[config.mk]
export PLATFORM = sky130hd
export DESIGN_NAME = pipe_stage_reg
export DESIGN_NICKNAME = d
export VERILOG_FILES = /design/src/rtl/pipe_stage_reg.sv
export SDC_FILE = /design/constraint.sdc
export NUM_CORES = 1
export LEC_CHECK = 0
export CELL_PAD_IN_SITES_DETAIL_PLACEMENT = 1
export CELL_PAD_IN_SITES_GLOBAL_PLACEMENT = 2
export CORE_ASPECT_RATIO = 0.8
export CORE_MARGIN = 4
export CORE_UTILIZATION = 29
export DETAILED_ROUTE_END_ITERATION = 12
export PLACE_DENSITY_LB_ADDON = 0.2
export SLEW_MARGIN = 20
export SYNTH_ARGS = -nofsm -noshare
export SYNTH_HDL_FRONTEND = slang
export SYNTH_SLANG_ARGS = --single-unit
[constraint.sdc]
create_clock -name clk -period 2 [get_ports clk]
set_clock_uncertainty 0.05 [all_clocks]
set_input_delay 0.2 -clock clk [delete_from_list [all_inputs] [get_ports clk]]
set_output_delay 0.2 -clock clk [all_outputs]
set_load 0.05 [all_outputs]
[src/rtl/pipe_stage_reg.sv]
// pipe_stage_reg: generic inter-stage pipeline register carrying an opaque
// WIDTH-bit payload over a valid/ready handshake. A two-entry skid buffer
// (main + skid) keeps in_ready fully registered, so out_ready never reaches
// in_ready combinationally. Synchronous flush squashes the stage to a bubble.
// Optional build macro PIPE_STAGE_STATS_EN adds saturating stall_cycles and
// xfer_count statistics ports.
module pipe_stage_reg #(
    parameter int WIDTH         = 32,
    parameter bit ZERO_ON_FLUSH = 1'b1,
    parameter int CNT_W         = 16
) (
    input  logic             clk,
    input  logic             reset,
    input  logic             flush,
    input  logic             in_valid,
    output logic             in_ready,
    input  logic [WIDTH-1:0] in_data,
    output logic             out_valid,
    input  logic             out_ready,
    output logic [WIDTH-1:0] out_data,
    output logic [1:0]       occupancy
`ifdef PIPE_STAGE_STATS_EN
    ,
    output logic [CNT_W-1:0] stall_cycles,
    output logic [CNT_W-1:0] xfer_count
`endif
);

    // State encoding is literally {main_valid, skid_valid}; ORPHAN (0,1)
    // is never entered legally and only exists so it can be recovered from.
    typedef enum logic [1:0] {
        EMPTY  = 2'b00,
        ORPHAN = 2'b01,
        FULL   = 2'b10,
        SKID   = 2'b11
    } state_t;

    state_t           state;
    state_t           state_nxt;
    logic [WIDTH-1:0] main_data;
    logic [WIDTH-1:0] skid_data;
    logic [WIDTH-1:0] main_nxt;
    logic [WIDTH-1:0] skid_nxt;
    logic             main_valid;
    logic             skid_valid;
    logic             in_fire;
    logic             out_fire;

    // A zero-width payload or counter cannot be built; stop elaboration.
    if (WIDTH < 1 || CNT_W < 1) begin : g_bad_param
        $error("pipe_stage_reg: WIDTH and CNT_W must be >= 1");
    end

    assign main_valid = state[1];
    assign skid_valid = state[0];
    assign in_ready   = ~skid_valid;
    assign out_valid  = main_valid;
    assign out_data   = main_data;
    assign occupancy  = {1'b0, main_valid} + {1'b0, skid_valid};
    assign in_fire    = in_valid & in_ready;
    assign out_fire   = main_valid & out_ready;

    // Next-state and payload selection; flush overrides every handshake,
    // and payload registers only change on the fire that qualifies them.
    always_comb begin
        state_nxt = state;
        main_nxt  = main_data;
        skid_nxt  = skid_data;
        if (flush) begin
            state_nxt = EMPTY;
            if (ZERO_ON_FLUSH) begin
                main_nxt = '0;
                skid_nxt = '0;
            end
        end else begin
            case (state)
                EMPTY: begin
                    if (in_fire) begin
                        main_nxt  = in_data;
                        state_nxt = FULL;
                    end
                end
                FULL: begin
                    if (out_fire && in_fire) begin
                        main_nxt = in_data;
                    end else if (out_fire) begin
                        state_nxt = EMPTY;
                    end else if (in_fire) begin
                        skid_nxt  = in_data;
                        state_nxt = SKID;
                    end
                end
                SKID: begin
                    if (out_fire) begin
                        main_nxt  = skid_data;
                        state_nxt = FULL;
                    end
                end
                default: begin
                    state_nxt = EMPTY;
                end
            endcase
        end
    end

    // State and payload registers, cleared asynchronously by active-low reset.
    always_ff @(posedge clk or negedge reset) begin
        if (!reset) begin
            state     <= EMPTY;
            main_data <= '0;
            skid_data <= '0;
        end else begin
            state     <= state_nxt;
            main_data <= main_nxt;
            skid_data <= skid_nxt;
        end
    end

`ifdef PIPE_STAGE_STATS_EN
    // Saturating statistics; flush does not touch them, a transfer in a
    // flush cycle still counts because downstream already took the word.
    always_ff @(posedge clk or negedge reset) begin
        if (!reset) begin
            stall_cycles <= '0;
            xfer_count   <= '0;
        end else begin
            if (main_valid && !out_ready && stall_cycles != '1) begin
                stall_cycles <= stall_cycles + 1'b1;
            end
            if (out_fire && xfer_count != '1) begin
                xfer_count <= xfer_count + 1'b1;
            end
        end
    end
`else
    // Statistics counters are not built in this configuration.
`endif

endmodule

# Yosys cells after proc, flatten, opt, wreduce, memory -nomap -nowiden
# Cells that the tools add are included.
[classes] reduce_logical=8 n_mux=16 addsub=1 n_eq_ne=9 bitwise=3
[ops] op="32-bit two-way mux" n=8
[ops] op="32-bit one-hot mux with 3 select lines" n=1
[ops] op="2-bit two-way mux" n=6
[ops] op="3-bit != test (second input constant)" n=4
[ops] op="4-bit AND reduction" n=3
[ops] op="2-bit one-hot mux with 3 select lines" n=1
[ops] op="2-bit == test (second input constant)" n=2
[ops] op="2-bit != test (second input constant)" n=2
[ops] op="4-bit != test (second input constant)" n=1
[ops] op="2-bit nonzero test" n=2
[ops] op="4-bit nonzero test" n=1
[ops] op="1-bit by 1-bit adder with 2-bit output" n=1
[ops] op="1-bit bitwise AND" n=2
[ops] op="2-bit zero test" n=1
[ops] op="1-bit logical AND" n=1
[ops] op="1-bit inverter" n=1
[totals] out_inout_bits=36 in_bits=37 register_bits=66

# Logic depth before layout (Yosys ltp)
[logic_depth] word_depth=7 ltp_mapped=7

# Least setup slack after synthesis
# No wires, ideal clock.
[synth_timing] path_kind="reg-to-reg" startpoint="register state[1]" endpoint="register main_data[0] (netlist: out_data[0])" setup_ns=0.125 arrival_ns=2.564 t_required_ns=1.825 stages_incl_launch_ff=8 path_buffers=2 slack_ns=-0.739 synth_period_minus_slack_ns=2.739 path_cell_list="dfrtp_1 ha_1 buf_4 nor2_1 a32o_1 a21oi_4 buf_6 mux2_4"
[synth_via] elab_chain_cells=4 word_cells_on_any_way=12 cone_classes="eq/ne: 5; mux: 2; bitwise: 1; reduce/logical: 4"
[synth_rtl] element="from (decl)" line_no="38" rtl="state_t state;"
[synth_rtl] element="from (signal assigned)" line_no="113" rtl="state <= state_nxt;"
[synth_rtl] element="1-bit bitwise AND" line_no="61" rtl="assign out_fire = main_valid & out_ready;"
[synth_rtl] element="1-bit logical AND" line_no="84" rtl="if (out_fire && in_fire) begin"
[synth_rtl] element="3-bit != test (no line)"
[synth_rtl] element="4-bit AND reduction (no line)"
[synth_rtl] element="to (signal assigned)" line_no="114" rtl="main_data <= main_nxt;"
[synth_rtl] element="to (decl)" line_no="40" rtl="logic [WIDTH-1:0] main_data;"
# Several ways; a longest one is shown, not always the timed one.
# A chain may end at the register's enable or synchronous reset.

# Worst setup path after layout
[layout_timing] startpoint="register state[1]" endpoint="register main_data[21] (netlist: out_data[21])"
# The elaborated chain is that of the path after synthesis.

==> impl_metrics.yaml <==
outcome:
  outcome: "complete, but fails checks"
  violations: "negative setup slack"
pwr:
  power_leakage_nw: 2.12
  powerDensity_nw_per_um2: 1170
  vdd_drop_max_mv: 0.503
flow_run:
  cap_viol_max_count: 0
timing:
  slew_headroom: 0.663
  final.setup.tns_ps: -196
  rsz0062_at_grt: "yes"
  max_freq_mhz: 494
  period_needed_ps: 2030
  layout_setup_ws_ps: -25.5
  slew_viol_final: 0
  tightest_slew_ps: 505
  setup_viol: 15
  hold_viol: 0
  min_period_over_period: 1.01
hold_path:
  min_to: "skid_data[15]"
  min_path_type: "in -> reg"
  hold_path.startpoint: "flush"
  min_path_cells: 2
routing:
  wl_met2_mm: 4.36
  first_pass_iters: 4
  wl_met3_um: 388
  vias: 2637
  drt_wl_total_mm: 9.54
  drc: 0
  highest_layer: "met4"
  vias_per_cell: 4.58
  wl_met1_mm: 4.72
  wire_per_inst_um: 16.6
  ant_nets: 0
  first_iter_violations: 61
floorplanning:
  die_area_um2: 14000
  fp.coreArea_um2: 11700
  start_util: 0.301
  rows: 35
  die-height_um: 107
  dieWidth_um: 131
  ios: 73
clock_tree:
  clockBufferDepth: 2
  cts_tree: "yes"
  clock-sinks: 66
  cts_made_buffers: 9
  clk_pin_slew_ps: 60
  cts-root-buf: "clkbuf_16"
  cts_max_level: 3
  clk_latency_ps: 330
final_layout:
  syn_to_final_growth_pct: 39.6
  n_antenna_cell: 0
  drive_gt1_frac: 0.194
  finish.utilization: 0.420
  layout.nets: 466
critical_path:
  r2r_end: "out_data[21]"
  r2r_start: "state[1]"
  required_ps: 2160
  start_kind: "flip-flop"
  cp-end-kind: "flip-flop"
  regToRegSetupSlack_ps: -30
  startpoint: "state[1]"
  crit_type: "reg -> reg"
  path_max_fanout: 7
  crit_arrival_ps: 2190
  reg2reg_depth: 7
synth:
  syn_nets: 386
  synthTopCellsByArea: "dfrtp_1, mux2_4, mux2i_1"
  synthArstFlopShare: 1.00
  syn-cell-area_um2: 3520
  yosysUniqueCellTypes: 26
  yosysTopAreaCell: "dfrtp_1"
  synth_top_area_frac: 0.469
  synthCells: 344
  ys_ff_latch: 66
  synth_edf_count: 0
  ys_seq_area_frac: 0.469
  syn_avg_cell_area_um2: 10.2
  ys.flop_type: "dfrtp_1"
  synth_warnings: 0
global_route:
  overflow: 0
  antenna_found_initial: 0
  grt_pass1_vias: 2917
  grtUsageTotal: 0.140
  grt_max_degree: 67
  grt_pass1_wl_mm: 15.4
placement:
  port_buffers: 72
  gp_congestion: 0.695
  dp_hpwl_mm: 6.03
==> cell usage in the layout, fill, tap and decap left out, types with 3 or more instances in the layout <==
cell type	netlist	final
clkdlybuf4s50_1	0	67
nand2_1	66	66
dfrtp_1	66	64
nor2_1	35	35
nor2b_1	34	34
a21oi_1	33	33
mux2i_1	33	33
mux2_4	30	30
buf_4	1	12
clkbuf_16	0	10
buf_12	0	7
buf_6	4	5
ha_4	0	3
clkinv_2	0	3
==> flip-flops by register name, summed over array words and instances (netlist names) <==
name	count
out_data	32
skid_data	32
state	2
==> power by group <==
part / switching, mW / total [mW] / internal, mW
Combinational: 1.39 / 2.57 / 1.18
Clock: 0.581 / 1.47 / 0.894
Sequential: 0.146 / 1.71 / 1.57
==> metal layers <==
metal / vias to the layer above / track usage
li1: 1292 / -
met2: 52 / 0.225
met4: 0 / 0.0315
met5: - / 0
met1: 1287 / 0.184
met3: 6 / 0.0487
==> through the flow <==
step	worst slack [ps]	power, mW	instance area (µm²)	std cells	hold WS (ps)
5_1_grt	-74.5	6.07	4920	576	235
6_report	-25.5	5.76	4920	576	229
3_5_place_dp	-44.8	4.13	4540	554	204
2_1_floorplan	-129	3.30	3560	344	-146
3_3_place_gp	15.2	4.09	4540	554	205
4_1_cts	-34.3	5.76	4870	574	222
==> Yosys cell counts (all sizes together), types with 2 or more instances <==
| cell | instances |
|---|---|
| inv | 2 |
| nand2 | 66 |
| ha | 5 |
| nor2 | 35 |
| a21oi | 34 |
| mux2 | 32 |
| dfrtp | 66 |
| nor2b | 34 |
| clkbuf | 15 |
| buf | 11 |
| mux2i | 33 |
==> how the worst max path moves through the flow <==
stage | to | slack (ps) | cells past startpoint
finish | out_data[21] | -30 | 7
global route | out_data[21] | -70 | 8
CTS | out_data[17] | -30 | 7
detailed placement | out_data[17] | -40 | 7
global placement | out_data[16] | 20 | 7
floorplan | out_data[0] | -130 | 6
==> what timing repair did <==
item                       CTS  global route
hold endpoints to repair    66             0
gates resized for setup      1             7
pin swaps                    0             1
buffers inserted             3             2
hold buffers                 1             0
setup endpoints to repair   18            32
cloned                       1             1
==> cells by family after synthesis <==
family / synth area share
simple gates: 0.175
flops: 0.469
mux: 0.228
compound gates: 0.0661
buf+inv: 0.0416
fa+ha+maj: 0.0178
xor+xnor: 0.00249
==> final cells by class <==
| cell class | instances | area (µm²) |
|---|---|---|
| Fill cell | 1273 | 6780 |
| Multi-Input combinational cell | 250 | 1770 |
| Sequential cell | 66 | 1660 |
| Timing Repair Buffer | 95 | 1020 |
| Clock buffer | 12 | 256 |
| Tap cell | 148 | 185 |
| Clock inverter | 3 | 15.0 |
| Inverter | 2 | 11.3 |
==> worst max-delay path, stage by stage (launching register included) <==
cell       delay, ps
dfrtp_4          510
buf_6            130
ha_4             160
a32o_2           270
a21oi_4          180
buf_6            150
clkbuf_16        160
mux2_4           290
(Power assumes the default switching activity.)
